<file path="src/rtl/rvb_share_arbiter.sv">
// Round-robin sharing of one bit-manipulation unit between NREQ requesters.
// A tag FIFO remembers who issued each op so results are routed back in issue order.
module rvb_share_arbiter #(
    parameter int unsigned XLEN  = 32,
    parameter int unsigned NREQ  = 2,
    parameter int unsigned DEPTH = 4
) (
    input  logic                         clock,
    input  logic                         reset,
    input  logic                         hold,
    input  logic [NREQ-1:0]              req_valid,
    output logic [NREQ-1:0]              req_ready,
    input  logic [NREQ*XLEN-1:0]         req_rs1,
    input  logic [NREQ*XLEN-1:0]         req_rs2,
    input  logic [NREQ*XLEN-1:0]         req_rs3,
    input  logic [NREQ*9-1:0]            req_insn,
    output logic [NREQ-1:0]              rsp_valid,
    input  logic [NREQ-1:0]              rsp_ready,
    output logic [XLEN-1:0]              rsp_rd,
    output logic                         u_din_valid,
    input  logic                         u_din_ready,
    output logic [XLEN-1:0]              u_din_rs1,
    output logic [XLEN-1:0]              u_din_rs2,
    output logic [XLEN-1:0]              u_din_rs3,
    output logic [8:0]                   u_din_insn,
    input  logic                         u_dout_valid,
    output logic                         u_dout_ready,
    input  logic [XLEN-1:0]              u_dout_rd,
    output logic                         busy,
    output logic [$clog2(DEPTH+1)-1:0]   outstanding,
    output logic                         err_orphan
);

    localparam int unsigned TW = $clog2(NREQ);
    localparam int unsigned PW = $clog2(DEPTH);
    localparam int unsigned CW = $clog2(DEPTH+1);
    localparam int unsigned IW = 9;

    logic [TW-1:0]   r_rr_ptr;
    logic [TW-1:0]   r_tag [DEPTH];
    logic [PW-1:0]   r_wr_ptr;
    logic [PW-1:0]   r_rd_ptr;
    logic [CW-1:0]   r_count;
    logic            r_err_orphan;

    logic [TW-1:0]   w_grant;
    logic            w_any;
    int unsigned     w_idx;
    logic            w_full;
    logic            w_empty;
    logic            w_en;
    logic            w_push;
    logic            w_pop;
    logic [TW-1:0]   w_head;
    logic [XLEN-1:0] w_rs1 [NREQ];
    logic [XLEN-1:0] w_rs2 [NREQ];
    logic [XLEN-1:0] w_rs3 [NREQ];
    logic [IW-1:0]   w_insn [NREQ];

    // Unpack the flat per-requester payload buses.
    always_comb begin
        for (int i = 0; i < NREQ; i++) begin
            w_rs1[i]  = req_rs1[i*XLEN +: XLEN];
            w_rs2[i]  = req_rs2[i*XLEN +: XLEN];
            w_rs3[i]  = req_rs3[i*XLEN +: XLEN];
            w_insn[i] = req_insn[i*IW +: IW];
        end
    end

    // First valid requester starting at rr_ptr; defaults to rr_ptr when none valid.
    always_comb begin
        w_grant = r_rr_ptr;
        w_any   = 1'b0;
        w_idx   = 0;
        for (int k = 0; k < NREQ; k++) begin
            w_idx = 32'(r_rr_ptr) + 32'(k);
            if (w_idx >= NREQ) begin
                w_idx = w_idx - NREQ;
            end
            if (!w_any && req_valid[TW'(w_idx)]) begin
                w_any   = 1'b1;
                w_grant = TW'(w_idx);
            end
        end
    end

    assign w_full  = (r_count == CW'(DEPTH));
    assign w_empty = (r_count == '0);
    assign w_en    = !hold && !w_full;
    assign w_head  = r_tag[r_rd_ptr];

    assign u_din_valid = w_en && w_any;
    assign u_din_rs1   = w_rs1[w_grant];
    assign u_din_rs2   = w_rs2[w_grant];
    assign u_din_rs3   = w_rs3[w_grant];
    assign u_din_insn  = w_insn[w_grant];

    always_comb begin
        for (int i = 0; i < NREQ; i++) begin
            req_ready[i] = w_en && u_din_ready && req_valid[i] && (w_grant == TW'(i));
        end
    end

    // Results go to the head-of-FIFO requester; with no tags outstanding they are drained.
    always_comb begin
        rsp_valid = '0;
        if (!w_empty) begin
            rsp_valid[w_head] = u_dout_valid;
        end
    end

    assign u_dout_ready = w_empty ? 1'b1 : rsp_ready[w_head];
    assign rsp_rd       = u_dout_rd;

    assign w_push = u_din_valid && u_din_ready;
    assign w_pop  = !w_empty && u_dout_valid && rsp_ready[w_head];

    assign busy        = !w_empty;
    assign outstanding = r_count;
    assign err_orphan  = r_err_orphan;

    always_ff @(posedge clock) begin
        if (!reset) begin
            r_rr_ptr     <= '0;
            r_wr_ptr     <= '0;
            r_rd_ptr     <= '0;
            r_count      <= '0;
            r_err_orphan <= 1'b0;
        end else begin
            if (w_push) begin
                r_wr_ptr <= r_wr_ptr + PW'(1);
                r_rr_ptr <= (w_grant == TW'(NREQ-1)) ? '0 : w_grant + TW'(1);
            end
            if (w_pop) begin
                r_rd_ptr <= r_rd_ptr + PW'(1);
            end
            case ({w_push, w_pop})
                2'b10:   r_count <= r_count + CW'(1);
                2'b01:   r_count <= r_count - CW'(1);
                default: r_count <= r_count;
            endcase
            if (w_empty && u_dout_valid) begin
                r_err_orphan <= 1'b1;
            end
        end
    end

    // Tag storage needs no reset; the pointers and count define validity.
    always_ff @(posedge clock) begin
        if (w_push) begin
            r_tag[r_wr_ptr] <= w_grant;
        end
    end

endmodule

</file>
<file path="config.mk">
export PLATFORM = sky130hd
export DESIGN_NAME = rvb_share_arbiter
export DESIGN_NICKNAME = d
export VERILOG_FILES = /design/src/rtl/rvb_share_arbiter.sv
export SDC_FILE = /design/constraint.sdc
export NUM_CORES = 1
export LEC_CHECK = 0
export ABC_AREA = 1
export BUFFER_PORTS_ARGS = -buffer_cell sky130_fd_sc_hd__buf_2
export CAP_MARGIN = 0
export CORE_AREA = 3 3 154 156
export CTS_BUF_LIST = sky130_fd_sc_hd__clkbuf_8
export CTS_CLUSTER_DIAMETER = 40
export DETAILED_ROUTE_END_ITERATION = 6
export DIE_AREA = 0 0 157 159
export SLEW_MARGIN = 20
export SYNTH_ARGS = -nofsm -noshare
export SYNTH_HDL_FRONTEND = slang
export SYNTH_SLANG_ARGS = --single-unit
</file>
<file path="constraint.sdc">
create_clock -name clock -period 4 [get_ports clock]
set_input_delay 0.4 -clock clock [delete_from_list [all_inputs] [get_ports clock]]
set_output_delay 0.4 -clock clock [all_outputs]
set_load 0.01 [all_outputs]
</file>
==> flow_summary.ini <==
[run_status]
outcome = finished clean

[power]
power-per-cell-area_nw_per_um2 = 202
sw_frac_of_total = 0.448
p_leak_uw = 0.00268
power_uw = 823
clockPowerShare = 0.148
p_int_uw = 455
sequentialPowerShare = 0.208
power.net_switching_uw = 368
max-vdd-ir-drop_mv = 0.0880
combPwrFrac = 0.643

[setup_path]
cp.arrival_ns = 2.30
required_ns = 3.60
crit_path_end_kind = output pin
crit_fanout = 67
setup.worst_path.start_class = flip-flop
worstSetupPathType = flip-flop to output pin

[layout]
layout-drive-gt1-share = 0.452
final_area_um2 = 4080
multiInputGateArea_um2 = 1530
insertedDiodeCount = 0
syn_to_final_growth_pct = 76.7
register_area_um2 = 340
nFillCells = 2654
layout.nets = 1021

[placed_design]
place_ws_ns = 1.28
place_hpwl_um = 12800
place.port_buffers = 334
placed_area_um2 = 4040
gp_congestion = 0.832

[sta]
rsz0062_at_grt = no
fmax_mhz = 371
holdWs_ns = 0.442
tightestPinTransition_ns = 0.697
setup-violations-final = 0
period_needed_ns = 2.70
fin_setup_tns_ns = 0
final_hold_viol_count = 0
slew_violations = 0
post-route-period-util = 0.674
relSlewSlack = 0.535
skew_ns = 0.00426
layout_setup_ws_ns = 1.30

[grt]
antenna_found_initial = 3
use_met3 = 0.0522
grt_util_all_layers = 0.104
grt_util_met1 = 0.122
grt_pass1_vias = 3577
busiest_layer = met2
grt_max_degree = 68
grt_pass1_wl_um = 20500
grt.overflow.total = 0
use_met2 = 0.176

[clocking]
cts_resized = 0
cts.htree.levels = 1
clkTransAtPathRegs_ns = 0.06
cts_tree = built
cts-hold-fix-buffers = 0
cts_made_buffers = 3
clock-sinks = 15
post-cts-setup-buffers = 0
cts-root-buf = clkbuf_8
clkLatencyLatePin_ns = 0.24
clockBufferDepth = 2

[synthesis]
yosysMostFrequentCell = nand2_1
ys_types = 17
syn_area_per_cell_um2 = 4.86
seq_area_frac_synth = 0.147
synthTopCellsByArea = nand2_1 (54%), buf_4 (10%), dfxtp_1 (9.5%)
syn_inst = 475
ys_seq_elements = 15
netlist_area_um2 = 2310
synth_fp_nets = 732
netlist_top_cells_count = nand2_1 (333), buf_4 (32), inv_1 (26)
synth_warnings = 0
netlist.area_leader.share = 0.541
synth_edf_count = 4
yosys.area.top_type = nand2_1
synth-main-ff-cell = dfxtp_1
async_flop_share = 0

[floorplan]
die_area_um2 = 25000
std_cell_rows = 55
chipWidth_um = 157
start_util = 0.103
io_pins = 399
dieHeight_um = 159
core-area_um2 = 22500

[run]
cap_viol_max_count = 0

[drt]
route.detailed.drc = 0
first_pass_iters = 4
drtAntennaViolNets = 0
wl_per_cell_um = 13.7
vias = 3816
first_iter_violations = 180
wl_um = 14300
vias_per_cell = 3.64

[hold_path]
hold_class = input pin to flip-flop
critical path, cell delays in order, from the launching register on:
cell and delay, ns:
dfxtp_1 0.34, a21oi_1 0.10, a21oi_4 0.14, buf_4 0.40, buf_4 0.60, nand2_1 0.13, nand2_1 0.13, buf_2 0.16
kinds of logic (layout without fill, tap and decap cells):
kind of cell | Yosys count | count (layout) | share of synthesized area
flops | 15 | 15 | 0.147
simple gates | 356 | 356 | 0.587
buf+inv | 81 | 369 | 0.189
compound gates | 17 | 17 | 0.0417
fa+ha+maj | 6 | 6 | 0.0358
final timing paths:
kind	from	end	slack, ns	depth (start not counted)
min	reset	r_rr_ptr	0.44	3
max	r_rr_ptr	u_din_insn[0]	1.30	7
max reg2reg	outstanding[0]	outstanding[2]	1.68	12
min reg2reg	r_rd_ptr[0]	r_rd_ptr[0]	0.48	2
cell type report:
class                      instances  share of cell area
clock buffer                       3              0.0101
clock inverter                     1             0.00123
inverter                          27              0.0251
multi-input combinational        379               0.376
sequential                        15              0.0834
tap                              285              0.0874
timing repair buffer             338               0.417
power by group through the flow:
stage / Sequential, uW / Combinational (uW) / Clock (uW)
6_report: 171 / 530 / 122
3_3_place_gp: 175 / 536 / 0
4_1_cts: 172 / 541 / 126
2_1_floorplan: 176 / 282 / 0
3_5_place_dp: 175 / 540 / 0
5_1_grt: 172 / 594 / 133
metrics by stage:
stage	util	cells
final	0.181	1048
after global routing	0.181	1048
after CTS	0.181	1048
after detailed placement	0.179	1044
after global placement	0.179	1044
after floorplan	-	475
cell usage in the layout, fill, tap and decap left out:
master    synthesis  layout
nand4_1           1       1
inv_1            26      26
o21ai_0           4       4
clkbuf_8          0       3
fa_1              1       1
nand2_2           1       1
clkinv_2          0       2
a21oi_4           1       1
buf_4            32       4
nor2_1           10      10
buf_2             9     334
nand3_1          11      11
edfxtp_1          4       4
a21oi_1          12      12
nand2_1         333     333
dfxtp_1          11      11
ha_1              5       5
layer usage:
metal | up-vias | wire, um
met1 | 1638 | 5580
met2 | 207 | 6760
met4 | 4 | 74
met3 | 10 | 1880
met5 | - | 23
li1 | 1957 | -
No activity file was read; power rests on OpenSTA's default activity.
